**config.mk**
```make
export PLATFORM = sky130hd
export DESIGN_NAME = mm_cmd_sequencer
export DESIGN_NICKNAME = d
export VERILOG_FILES = /design/src/rtl/mm_cmd_sequencer.sv
export SDC_FILE = /design/constraint.sdc
export NUM_CORES = 1
export LEC_CHECK = 0
export ABC_AREA = 1
export CAP_MARGIN = 0
export CORE_ASPECT_RATIO = 0.6
export CORE_MARGIN = 2
export CORE_UTILIZATION = 45
export DETAILED_ROUTE_END_ITERATION = 16
export PLACE_DENSITY = 0.76
export SLEW_MARGIN = 40
export SYNTH_ARGS = -nofsm -noshare
export SYNTH_HDL_FRONTEND = slang
export SYNTH_SLANG_ARGS = --single-unit
```
**constraint.sdc**
```tcl
create_clock -name CLK -period 2.8 [get_ports CLK]
set_clock_uncertainty 0.15 [all_clocks]
set_input_delay 0.56 -clock CLK [delete_from_list [all_inputs] [get_ports CLK]]
set_output_delay 0.56 -clock CLK [all_outputs]
set_load 0.1 [all_outputs]
```
**src/rtl/mm_cmd_sequencer.sv**
```systemverilog
// Command/response initiator for the matrix-multiply channel: sends the size word,
// one command per block, gathers checksum replies and closes the run with a zero word.
module mm_cmd_sequencer #(
    parameter int W_D         = 32,
    parameter int RSP_LATENCY = 2,
    parameter int TIMEOUT     = 65535
) (
    input  logic           CLK,
    input  logic           RST,
    input  logic           start,
    input  logic [W_D-1:0] cfg_matrix_size,
    input  logic [W_D-1:0] cfg_comp_size,
    input  logic [W_D-1:0] cfg_num_blocks,
    output logic           busy,
    output logic           done,
    output logic           error,
    output logic [W_D-1:0] total_sum,
    output logic [W_D-1:0] last_sum,
    output logic [W_D-1:0] block_count,
    output logic           load_req,
    output logic           load_page,
    input  logic           load_ack,
    output logic [W_D-1:0] tx_d,
    output logic           tx_enq,
    input  logic           tx_full,
    input  logic [W_D-1:0] rx_q,
    output logic           rx_deq,
    input  logic           rx_empty
);

    typedef enum logic [3:0] {
        S_IDLE, S_SEND_SIZE, S_LOAD_REQ, S_SEND_CMD, S_WAIT_RSP,
        S_RSP_LAT, S_RSP_CAP, S_SEND_TERM, S_FINISH
    } state_t;

    localparam int             LW       = (RSP_LATENCY > 1) ? $clog2(RSP_LATENCY) : 1;
    localparam logic [LW-1:0]  LAT_LAST = LW'(RSP_LATENCY - 1);
    localparam logic [31:0]    TO_LAST  = (TIMEOUT > 0) ? 32'(TIMEOUT - 1) : 32'd0;

    state_t         r_state;
    logic [W_D-1:0] r_ms;
    logic [W_D-1:0] r_cs;
    logic [W_D-1:0] r_nb;
    logic           r_busy;
    logic           r_done;
    logic           r_error;
    logic [W_D-1:0] r_total;
    logic [W_D-1:0] r_last;
    logic [W_D-1:0] r_count;
    logic           r_load_req;
    logic           r_page;
    logic [W_D-1:0] r_tx_d;
    logic           r_rx_deq;
    logic [31:0]    r_to;
    logic [LW-1:0]  r_lat;

    logic           w_sending;
    logic [W_D-1:0] w_cnt_inc;

    // tx_enq follows tx_full combinationally so a full queue is never written.
    assign w_sending = (r_state == S_SEND_SIZE) || (r_state == S_SEND_CMD) ||
                       (r_state == S_SEND_TERM);
    assign w_cnt_inc = r_count + W_D'(1);

    assign busy        = r_busy;
    assign done        = r_done;
    assign error       = r_error;
    assign total_sum   = r_total;
    assign last_sum    = r_last;
    assign block_count = r_count;
    assign load_req    = r_load_req;
    assign load_page   = r_page;
    assign tx_d        = r_tx_d;
    assign tx_enq      = w_sending & ~tx_full;
    assign rx_deq      = r_rx_deq;

    always_ff @(posedge CLK) begin
        if (RST) begin
            r_state    <= S_IDLE;
            r_ms       <= '0;
            r_cs       <= '0;
            r_nb       <= '0;
            r_busy     <= 1'b0;
            r_done     <= 1'b0;
            r_error    <= 1'b0;
            r_total    <= '0;
            r_last     <= '0;
            r_count    <= '0;
            r_load_req <= 1'b0;
            r_page     <= 1'b0;
            r_tx_d     <= '0;
            r_rx_deq   <= 1'b0;
            r_to       <= '0;
            r_lat      <= '0;
        end else begin
            r_done   <= 1'b0;
            r_error  <= 1'b0;
            r_rx_deq <= 1'b0;
            case (r_state)
                S_IDLE: begin
                    if (start) begin
                        r_ms <= cfg_matrix_size;
                        r_cs <= cfg_comp_size;
                        r_nb <= cfg_num_blocks;
                        // A zero command word would read as a terminator on the core side.
                        if (cfg_matrix_size == '0 ||
                            (cfg_comp_size == '0 && cfg_num_blocks != '0)) begin
                            r_error <= 1'b1;
                        end else begin
                            r_busy  <= 1'b1;
                            r_total <= '0;
                            r_last  <= '0;
                            r_count <= '0;
                            r_page  <= 1'b0;
                            r_tx_d  <= cfg_matrix_size;
                            r_state <= S_SEND_SIZE;
                        end
                    end
                end
                S_SEND_SIZE: begin
                    if (!tx_full) begin
                        if (r_nb == '0) begin
                            r_tx_d  <= '0;
                            r_state <= S_SEND_TERM;
                        end else begin
                            r_load_req <= 1'b1;
                            r_state    <= S_LOAD_REQ;
                        end
                    end
                end
                S_LOAD_REQ: begin
                    if (load_ack) begin
                        r_load_req <= 1'b0;
                        r_tx_d     <= r_cs;
                        r_state    <= S_SEND_CMD;
                    end
                end
                S_SEND_CMD: begin
                    if (!tx_full) begin
                        r_to    <= '0;
                        r_state <= S_WAIT_RSP;
                    end
                end
                S_WAIT_RSP: begin
                    if (!rx_empty) begin
                        r_rx_deq <= 1'b1;
                        r_lat    <= '0;
                        r_state  <= S_RSP_LAT;
                    end else if (TIMEOUT != 0 && r_to == TO_LAST) begin
                        r_error <= 1'b1;
                        r_busy  <= 1'b0;
                        r_state <= S_IDLE;
                    end else begin
                        r_to <= r_to + 32'd1;
                    end
                end
                S_RSP_LAT: begin
                    if (r_lat == LAT_LAST) r_state <= S_RSP_CAP;
                    else                   r_lat   <= r_lat + LW'(1);
                end
                S_RSP_CAP: begin
                    r_last  <= rx_q;
                    r_total <= r_total + rx_q;
                    r_count <= w_cnt_inc;
                    r_page  <= ~r_page;
                    if (w_cnt_inc == r_nb) begin
                        r_tx_d  <= '0;
                        r_state <= S_SEND_TERM;
                    end else begin
                        r_load_req <= 1'b1;
                        r_state    <= S_LOAD_REQ;
                    end
                end
                S_SEND_TERM: begin
                    if (!tx_full) begin
                        r_done  <= 1'b1;
                        r_busy  <= 1'b0;
                        r_state <= S_FINISH;
                    end
                end
                S_FINISH: r_state <= S_IDLE;
                default:  r_state <= S_IDLE;
            endcase
        end
    end

endmodule

```
==> key figures, run 1 <==
Run status
  • Outcome: finished, violations left
  • Failing checks: negative setup slack

Routing
  • Post-route ant nets: 0
  • TritonRoute pass-1 iters: 5
  • Vias per cell: 5.49
  • Per-cell routed wire length: 16.9 um
  • DRT iter0 DRCs: 1796
  • DRC Markers: 0
  • Via count: 15711
  • Routed wire length: 48.3 mm

STA
  • Max Fclk: 0.355 GHz
  • Final setup vio count: 3
  • RSZ-0062 raised after global routing: true
  • Final hold vios: 0
  • Hold_ws: 0.309 ns
  • Slew headroom: 61.4%
  • Setup WS post-layout: -0.0157 ns
  • Final period util: 101%
  • Final min period: 2.82 ns
  • Actual slew at the worst max-slew pin: 0.579 ns
  • Max Slew Vio Count: 0

GRT
  • Pin count of the biggest net entering global routing: 129
  • Global-route wire length before repair: 74.1 mm
  • Gr ovfl total: 0
  • Total GRT Usage: 30.0%
  • Initial antenna violation count: 3
  • Vias in the first global route: 14013

Power and ir drop
  • PnR Total Power: 13.2 mW
  • Leakage: 7.78 nW
  • Worst IR Drop VDD: 0.000728 V
  • Pwr/cell area: 707 nW/um^2

Synthesis
  • Sequential fraction of the synthesis area: 35.6%
  • Cell variety after synth: 48
  • Mapped Area: 13200 um^2
  • #FFs+latches synth: 235
  • EDFF count, synth: 0
  • Net Count, Synth: 2213
  • Post-Syn Area per Cell: 6.47 um^2
  • Async S/R FF share, synth: 0%
  • Synth area leaders: dfxtp_1 36%, nand2_1 14%, a21oi_1 9.3%
  • Most used DFF post-synth: dfxtp_1
  • YS warnings: 0
  • Cells after synthesis: 2044
  • Synth top area share: 35.6%
  • Post-synth top area cell: dfxtp_1

Critical path
  • Crit end category: register
  • Max stage delay on crit path: 0.37 ns
  • CP Max Fanout: 8
  • CP dominant cell by count: nand2_4
  • Reg-to-Reg End: tx_d[18]
  • CP cell instances: ha_4 -> nand2_4 -> nor2_8 -> nand2_4 -> nor2_4 -> buf_4 -> nand3_1 -> nand3_1 -> nand2_1 -> nor2_1 -> nand2_1 -> nor2_2 -> buf_6 -> nand3_4 -> nand2_4 -> nand2_8 -> buf_6 -> buf_8 -> o21ai_2 -> nor2_1
  • R2r startpoint: block_count[0]
  • Critical path's slowest cell: dfxtp_4
  • Cells on worst reg2reg path: 20
  • Flop2flop setup slack: -0.02 ns
  • Arrival time at the worst endpoint: 3.11 ns
  • Worst path required time: 3.09 ns
  • Setup Crit Path Kind: reg2reg
  • Startpoint Class: register

Worst hold path
  • Worst hold endpoint: r_cs[21]
  • Hold path depth: 2
  • Hold crit path type: reg2reg
  • Hold path start: r_cs[21]

Die
  • Die Width: 225 um
  • Starting Density: 45.9%
  • Full die area: 30800 um^2
  • Core box area: 28800 um^2
  • Die height: 137 um
  • Io pins: 269
  • Number of core rows: 48

Job
  • Max cap viols: 0

Placed design
  • Hpwl dp: 36.1 mm
  • PortBufs: 268
  • Area after DPL: 17300 um^2
  • Final Wtd Congestion: 0.975
  • DP Worst Slack: -0.516 ns

CTS
  • H-tree depth: 1
  • CTS tree: built
  • Clock Path Buffers: 3
  • Latest clock arrival within the worst-skew pair: 0.54 ns
  • TritonCTS Buffers: 24
  • Reg clk slew, reported paths: 0.07 ns
  • Clk sinks: 235
  • Clk root buf: clkbuf_16

Final layout
  • Post-route cell area: 18600 um^2
  • Area growth syn-to-layout: 40.6%
  • Nets: 2636
  • Layout cells sized above 1: 19.8%
## cells in the mapped netlist, types with 32 or more instances
library cell  count
o21ai_0         141
a21oi_1         246
ha_1             34
dfxtp_1         235
nor3_1           36
inv_1           211
o22ai_1          32
nor2_1          218
nand3_1         139
nand4_1          44
nand2_1         485
clkbuf_1         63
nor4_1           32
## state kept, by name, summed over array words and instances, names as in the netlist, 4 cells and up
name and flops:
r_nb 32, last_sum 32, tx_d 32, block_count 32, total_sum 32, r_state 4
r_to 32, r_cs 32
## power by group
part | internal (mW) | leakage [nW] | switching [mW]
Sequential | 3.82 | 1.93 | 0.260
Clock | 2.01 | 0.409 | 1.47
Combinational | 1.76 | 5.44 | 3.83
## layout make-up
cell class	count	area [um^2]
antenna	1	2.50
clock buffer	34	731
clock inverter	10	115
fill	2556	10200
inverter	218	823
multi-input combinational	1514	7650
sequential	235	4750
tap	375	469
timing repair buffer	474	4060
## critical path, delay by kind of cell (launching register included)
family | cells | cell delay (ns)
AO/OA/AOI/OAI | 1 | 0.12
adder cells (fa/ha/maj) | 1 | 0.16
buffers and inverters | 4 | 0.55
flip-flops | 1 | 0.37
AND/OR/NAND/NOR | 14 | 1.36
## metal layers
metal / track usage (%) / part of all wire [%]
met5: 0 / 0.056
met2: 43.3 / 42
met3: 6.74 / 9.2
met4: 7.87 / 2.6
met1: 44.6 / 47
## kinds of logic after synthesis
group | after synthesis | share of synthesized area (%)
AND/OR/NAND/NOR | 995 | 32.7
AO/OA/AOI/OAI | 464 | 18.4
buffers and inverters | 295 | 8.65
flip-flops | 235 | 35.6
adder cells (fa/ha/maj) | 35 | 3.37
XOR/XNOR | 20 | 1.32
## worst max path at each step
| stage | startpoint | end | slack (ns) | cells after the start |
|---|---|---|---|---|
| detailed placement | cfg_num_blocks[17] | tx_d[29] | -0.52 | 13 |
| global placement | cfg_comp_size[16] | tx_d[7] | -0.45 | 15 |
| finish | block_count[0] | tx_d[18] | -0.02 | 20 |
| CTS | block_count[1] | tx_d[18] | -0.03 | 19 |
| floorplan | block_count[24] | tx_d[10] | 0.008 | 16 |
| global route | block_count[8] | tx_d[18] | -0.18 | 19 |
## timing repair
item / 4_1_cts / 5_1_grt
pin swaps: 24 / 27
setup buffers: 12 / 6
endpoints found under the hold margin: 0 / 0
cloned: 1 / 0
endpoints found under the setup margin: 32 / 53
gates resized for setup: 51 / 36
hold buffers: 0 / 0
## cells in the final DEF (no fill, tap or decap), types with 4 or more instances in the layout
cell and n:
inv_1 210, a21oi_1 243, a21o_1 4, dfxtp_1 208, ha_1 33, dfxtp_2 23
o21ai_0 133, o21ai_1 11, clkbuf_16 26, o22ai_1 32, clkdlybuf4s50_1 132, nor2_1 206
nor2_2 12, nor3_1 36, nand2_1 476, a31oi_1 5, nand3b_1 7, buf_6 11
nand4_1 44, nor4_1 30, xor2_1 9, or2_2 5, nand3_2 5, buf_4 321
dfxtp_4 4, nand3_1 133, xnor2_1 11, inv_2 5, nor3b_1 5, nand2_2 9
o21ai_2 17, clkbuf_8 5, nor2_4 12, nand2_4 5, buf_12 8
## per-stage QoR
| step | utilization, % | setup TNS (ns) | std cells |
|---|---|---|---|
| finish | 64.5 | -0.0251 | 2861 |
| global route | 64.5 | -3.41 | 2861 |
| CTS | 64.0 | -0.144 | 2854 |
| detailed placement | 60.0 | -49.92 | 2800 |
| global placement | 60.0 | -46.59 | 2800 |
| floorplan | - | 0 | 2044 |
No activity file was read; power rests on OpenSTA's default activity.
==> inputs of run 2 (changes only) <==
GPL_TIMING_DRIVEN = 0   (was default)
==> run 2 against run 1 <==
Effect of this change:
- the flow now finishes without violations
- die area is the same
- register-to-register slack improved by 0.04 ns
- via count decreased by 1.0%
- flip-flop and latch count unchanged
- final cell count decreased by 3.6%
- critical path type unchanged
- sequential share of layout area rose by 2.0 points
- core utilization fell by 4.7 points
- combinational power decreased by 5.9%
==> key figures, run 2 (same netlist as run 1, synthesis figures left out) <==
Run status
  • Outcome: finished clean

STA
  • Max Fclk: 0.361 GHz
  • Actual slew at the worst max-slew pin: 0.793 ns
  • Final setup vio count: 0
  • Slew headroom: 47.1%
  • TNS Setup: 0 ns
  • Hold_ws: 0.307 ns
  • Final min period: 2.77 ns
  • Final hold vios: 0
  • RSZ-0062 raised after global routing: true
  • Max Slew Vio Count: 0
  • Final period util: 99.0%

Critical path
  • Buf/Inv on CP: 3
  • Crit end category: register
  • Top cell family by delay on the critical path: simple AND/OR/NAND/NOR gates
  • R2r startpoint: block_count[0]
  • Max stage delay on crit path: 0.38 ns
  • Critical path's slowest cell: dfxtp_4
  • Worst path required time: 3.13 ns
  • Startpoint Class: register
  • CP Max Fanout: 8
  • Arrival time at the worst endpoint: 3.11 ns
  • CP cell instances: nand2_1 -> nor2_4 -> buf_12 -> nand3_1 -> inv_1 -> nand3_1 -> nand3_1 -> nand2_1 -> nor2_1 -> nand2_1 -> nor2_2 -> buf_4 -> nand4_1 -> nand3_1 -> nand2_1 -> a21oi_2
  • Worst setup path start: block_count[0]
  • Setup Crit Path Kind: reg2reg

Placed design
  • Hpwl dp: 40.1 mm
  • PortBufs: 267
  • Area after DPL: 15700 um^2
  • Final Wtd Congestion: 1.01

Routing
  • DRT iter0 DRCs: 1695
  • TritonRoute pass-1 iters: 6
  • Via count: 15549
  • Vias per cell: 5.64
  • Post-route ant nets: 0
  • Per-cell routed wire length: 18.4 um
  • Routed wire length: 50.9 mm
  • DRC Markers: 0

CTS
  • Reg clk slew, reported paths: 0.07 ns
  • H-tree depth: 1
  • Clock Path Buffers: 3
  • CTS tree: built
  • TritonCTS Buffers: 24
  • Clk root buf: clkbuf_16
  • Latest clock arrival within the worst-skew pair: 0.56 ns
  • Clk sinks: 235
  • CTS hold repair buffers: 0

Die
  • Number of core rows: 48
  • Core box area: 28800 um^2
  • Die height: 137 um
  • Full die area: 30800 um^2
  • Io pins: 269
  • Starting Density: 45.9%
  • Die Width: 225 um

GRT
  • Vias in the first global route: 13771
  • Initial antenna violation count: 1
  • Gr ovfl total: 0
  • Pin count of the biggest net entering global routing: 15
  • Global-route wire length before repair: 75.9 mm
  • Total GRT Usage: 31.6%

Power and ir drop
  • P_sw: 5.57 mW
  • Sw Ratio: 43.7%
  • Power share of the sequential group: 31.9%
  • PnR Total Power: 12.7 mW
  • Worst IR Drop VDD: 0.000902 V
  • Leakage: 7.05 nW
  • Pwr/cell area: 738 nW/um^2
  • Logic pwr share: 41.3%
  • Clk pwr share: 26.8%
  • Internal power: 7.17 mW

Final layout
  • Highest-count cells in the layout ignoring fill and taps: 466 x nand2_1, 241 x a21oi_1, 210 x inv_1
  • Layout cells sized above 1: 14.8%
  • Commonest non-fill, non-tap cell in the layout: nand2_1
  • Final Util: 59.8%
  • Nets: 2534
  • Area growth syn-to-layout: 30.4%
  • Post-route cell area: 17300 um^2

Job
  • Max cap viols: 0

Worst hold path
  • Hold crit path type: reg2reg
  • Hold path start: r_cs[20]
-- run 2: power groups by stage --
stage | clock, mW | sequential, mW | combinational [mW]
after detailed placement | 0 | 4.12 | 4.84
after floorplan | 0 | 5.35 | 2.29
after global routing | 3.58 | 4.09 | 5.64
after global placement | 0 | 4.12 | 4.93
after CTS | 3.45 | 4.05 | 4.97
final | 3.42 | 4.06 | 5.26
-- run 2: through the flow --
step	setup slack, ns	instances
after global routing	-0.0866	2758
final	0.0273	2758
after floorplan	0.00845	2044
after global placement	-1.45	2686
after CTS	0.0152	2740
after detailed placement	-1.60	2686
-- run 2: layout make-up --
class                      instances  area [um^2]
multi-input combinational       1514         7720
clock buffer                      35          702
antenna                            1         2.50
timing repair buffer             295         2240
tap                              375          469
inverter                         218          830
fill                            2801        11600
sequential                       235         4750
buffer                            77          408
clock inverter                     8          125
-- run 2: final timing paths --
| path | to | slack (ns) | cells after the start |
|---|---|---|---|
| max | r_state[2] | 0.03 | 16 |
| min | r_cs[20] | 0.31 | 2 |
| max reg2reg | r_state[2] | 0.03 | 16 |
| min reg2reg | r_cs[20] | 0.31 | 2 |
-- run 2: worst register-to-register path: cells and delay by family, from the launching register on --
family                 cells  cell delay [ns]
AOI/OAI and AO/OA          1             0.13
buffers and inverters      3             0.41
DFF                        1             0.38
and+or+nand+nor           12             1.63
-- run 2: layer usage --
metal	vias up	GRT usage, %	wire, um
met5	-	0	0
met4	0	6.66	995
met3	74	8.12	5400
met2	753	44.7	20700
met1	7268	47.5	23800
li1	7454	-	-
-- run 2: repair_timing --
action,CTS,global route
pin swaps,8,16
setup endpoints to repair,131,161
hold endpoints to repair,0,0
resized for setup,42,113
buffers inserted,11,17
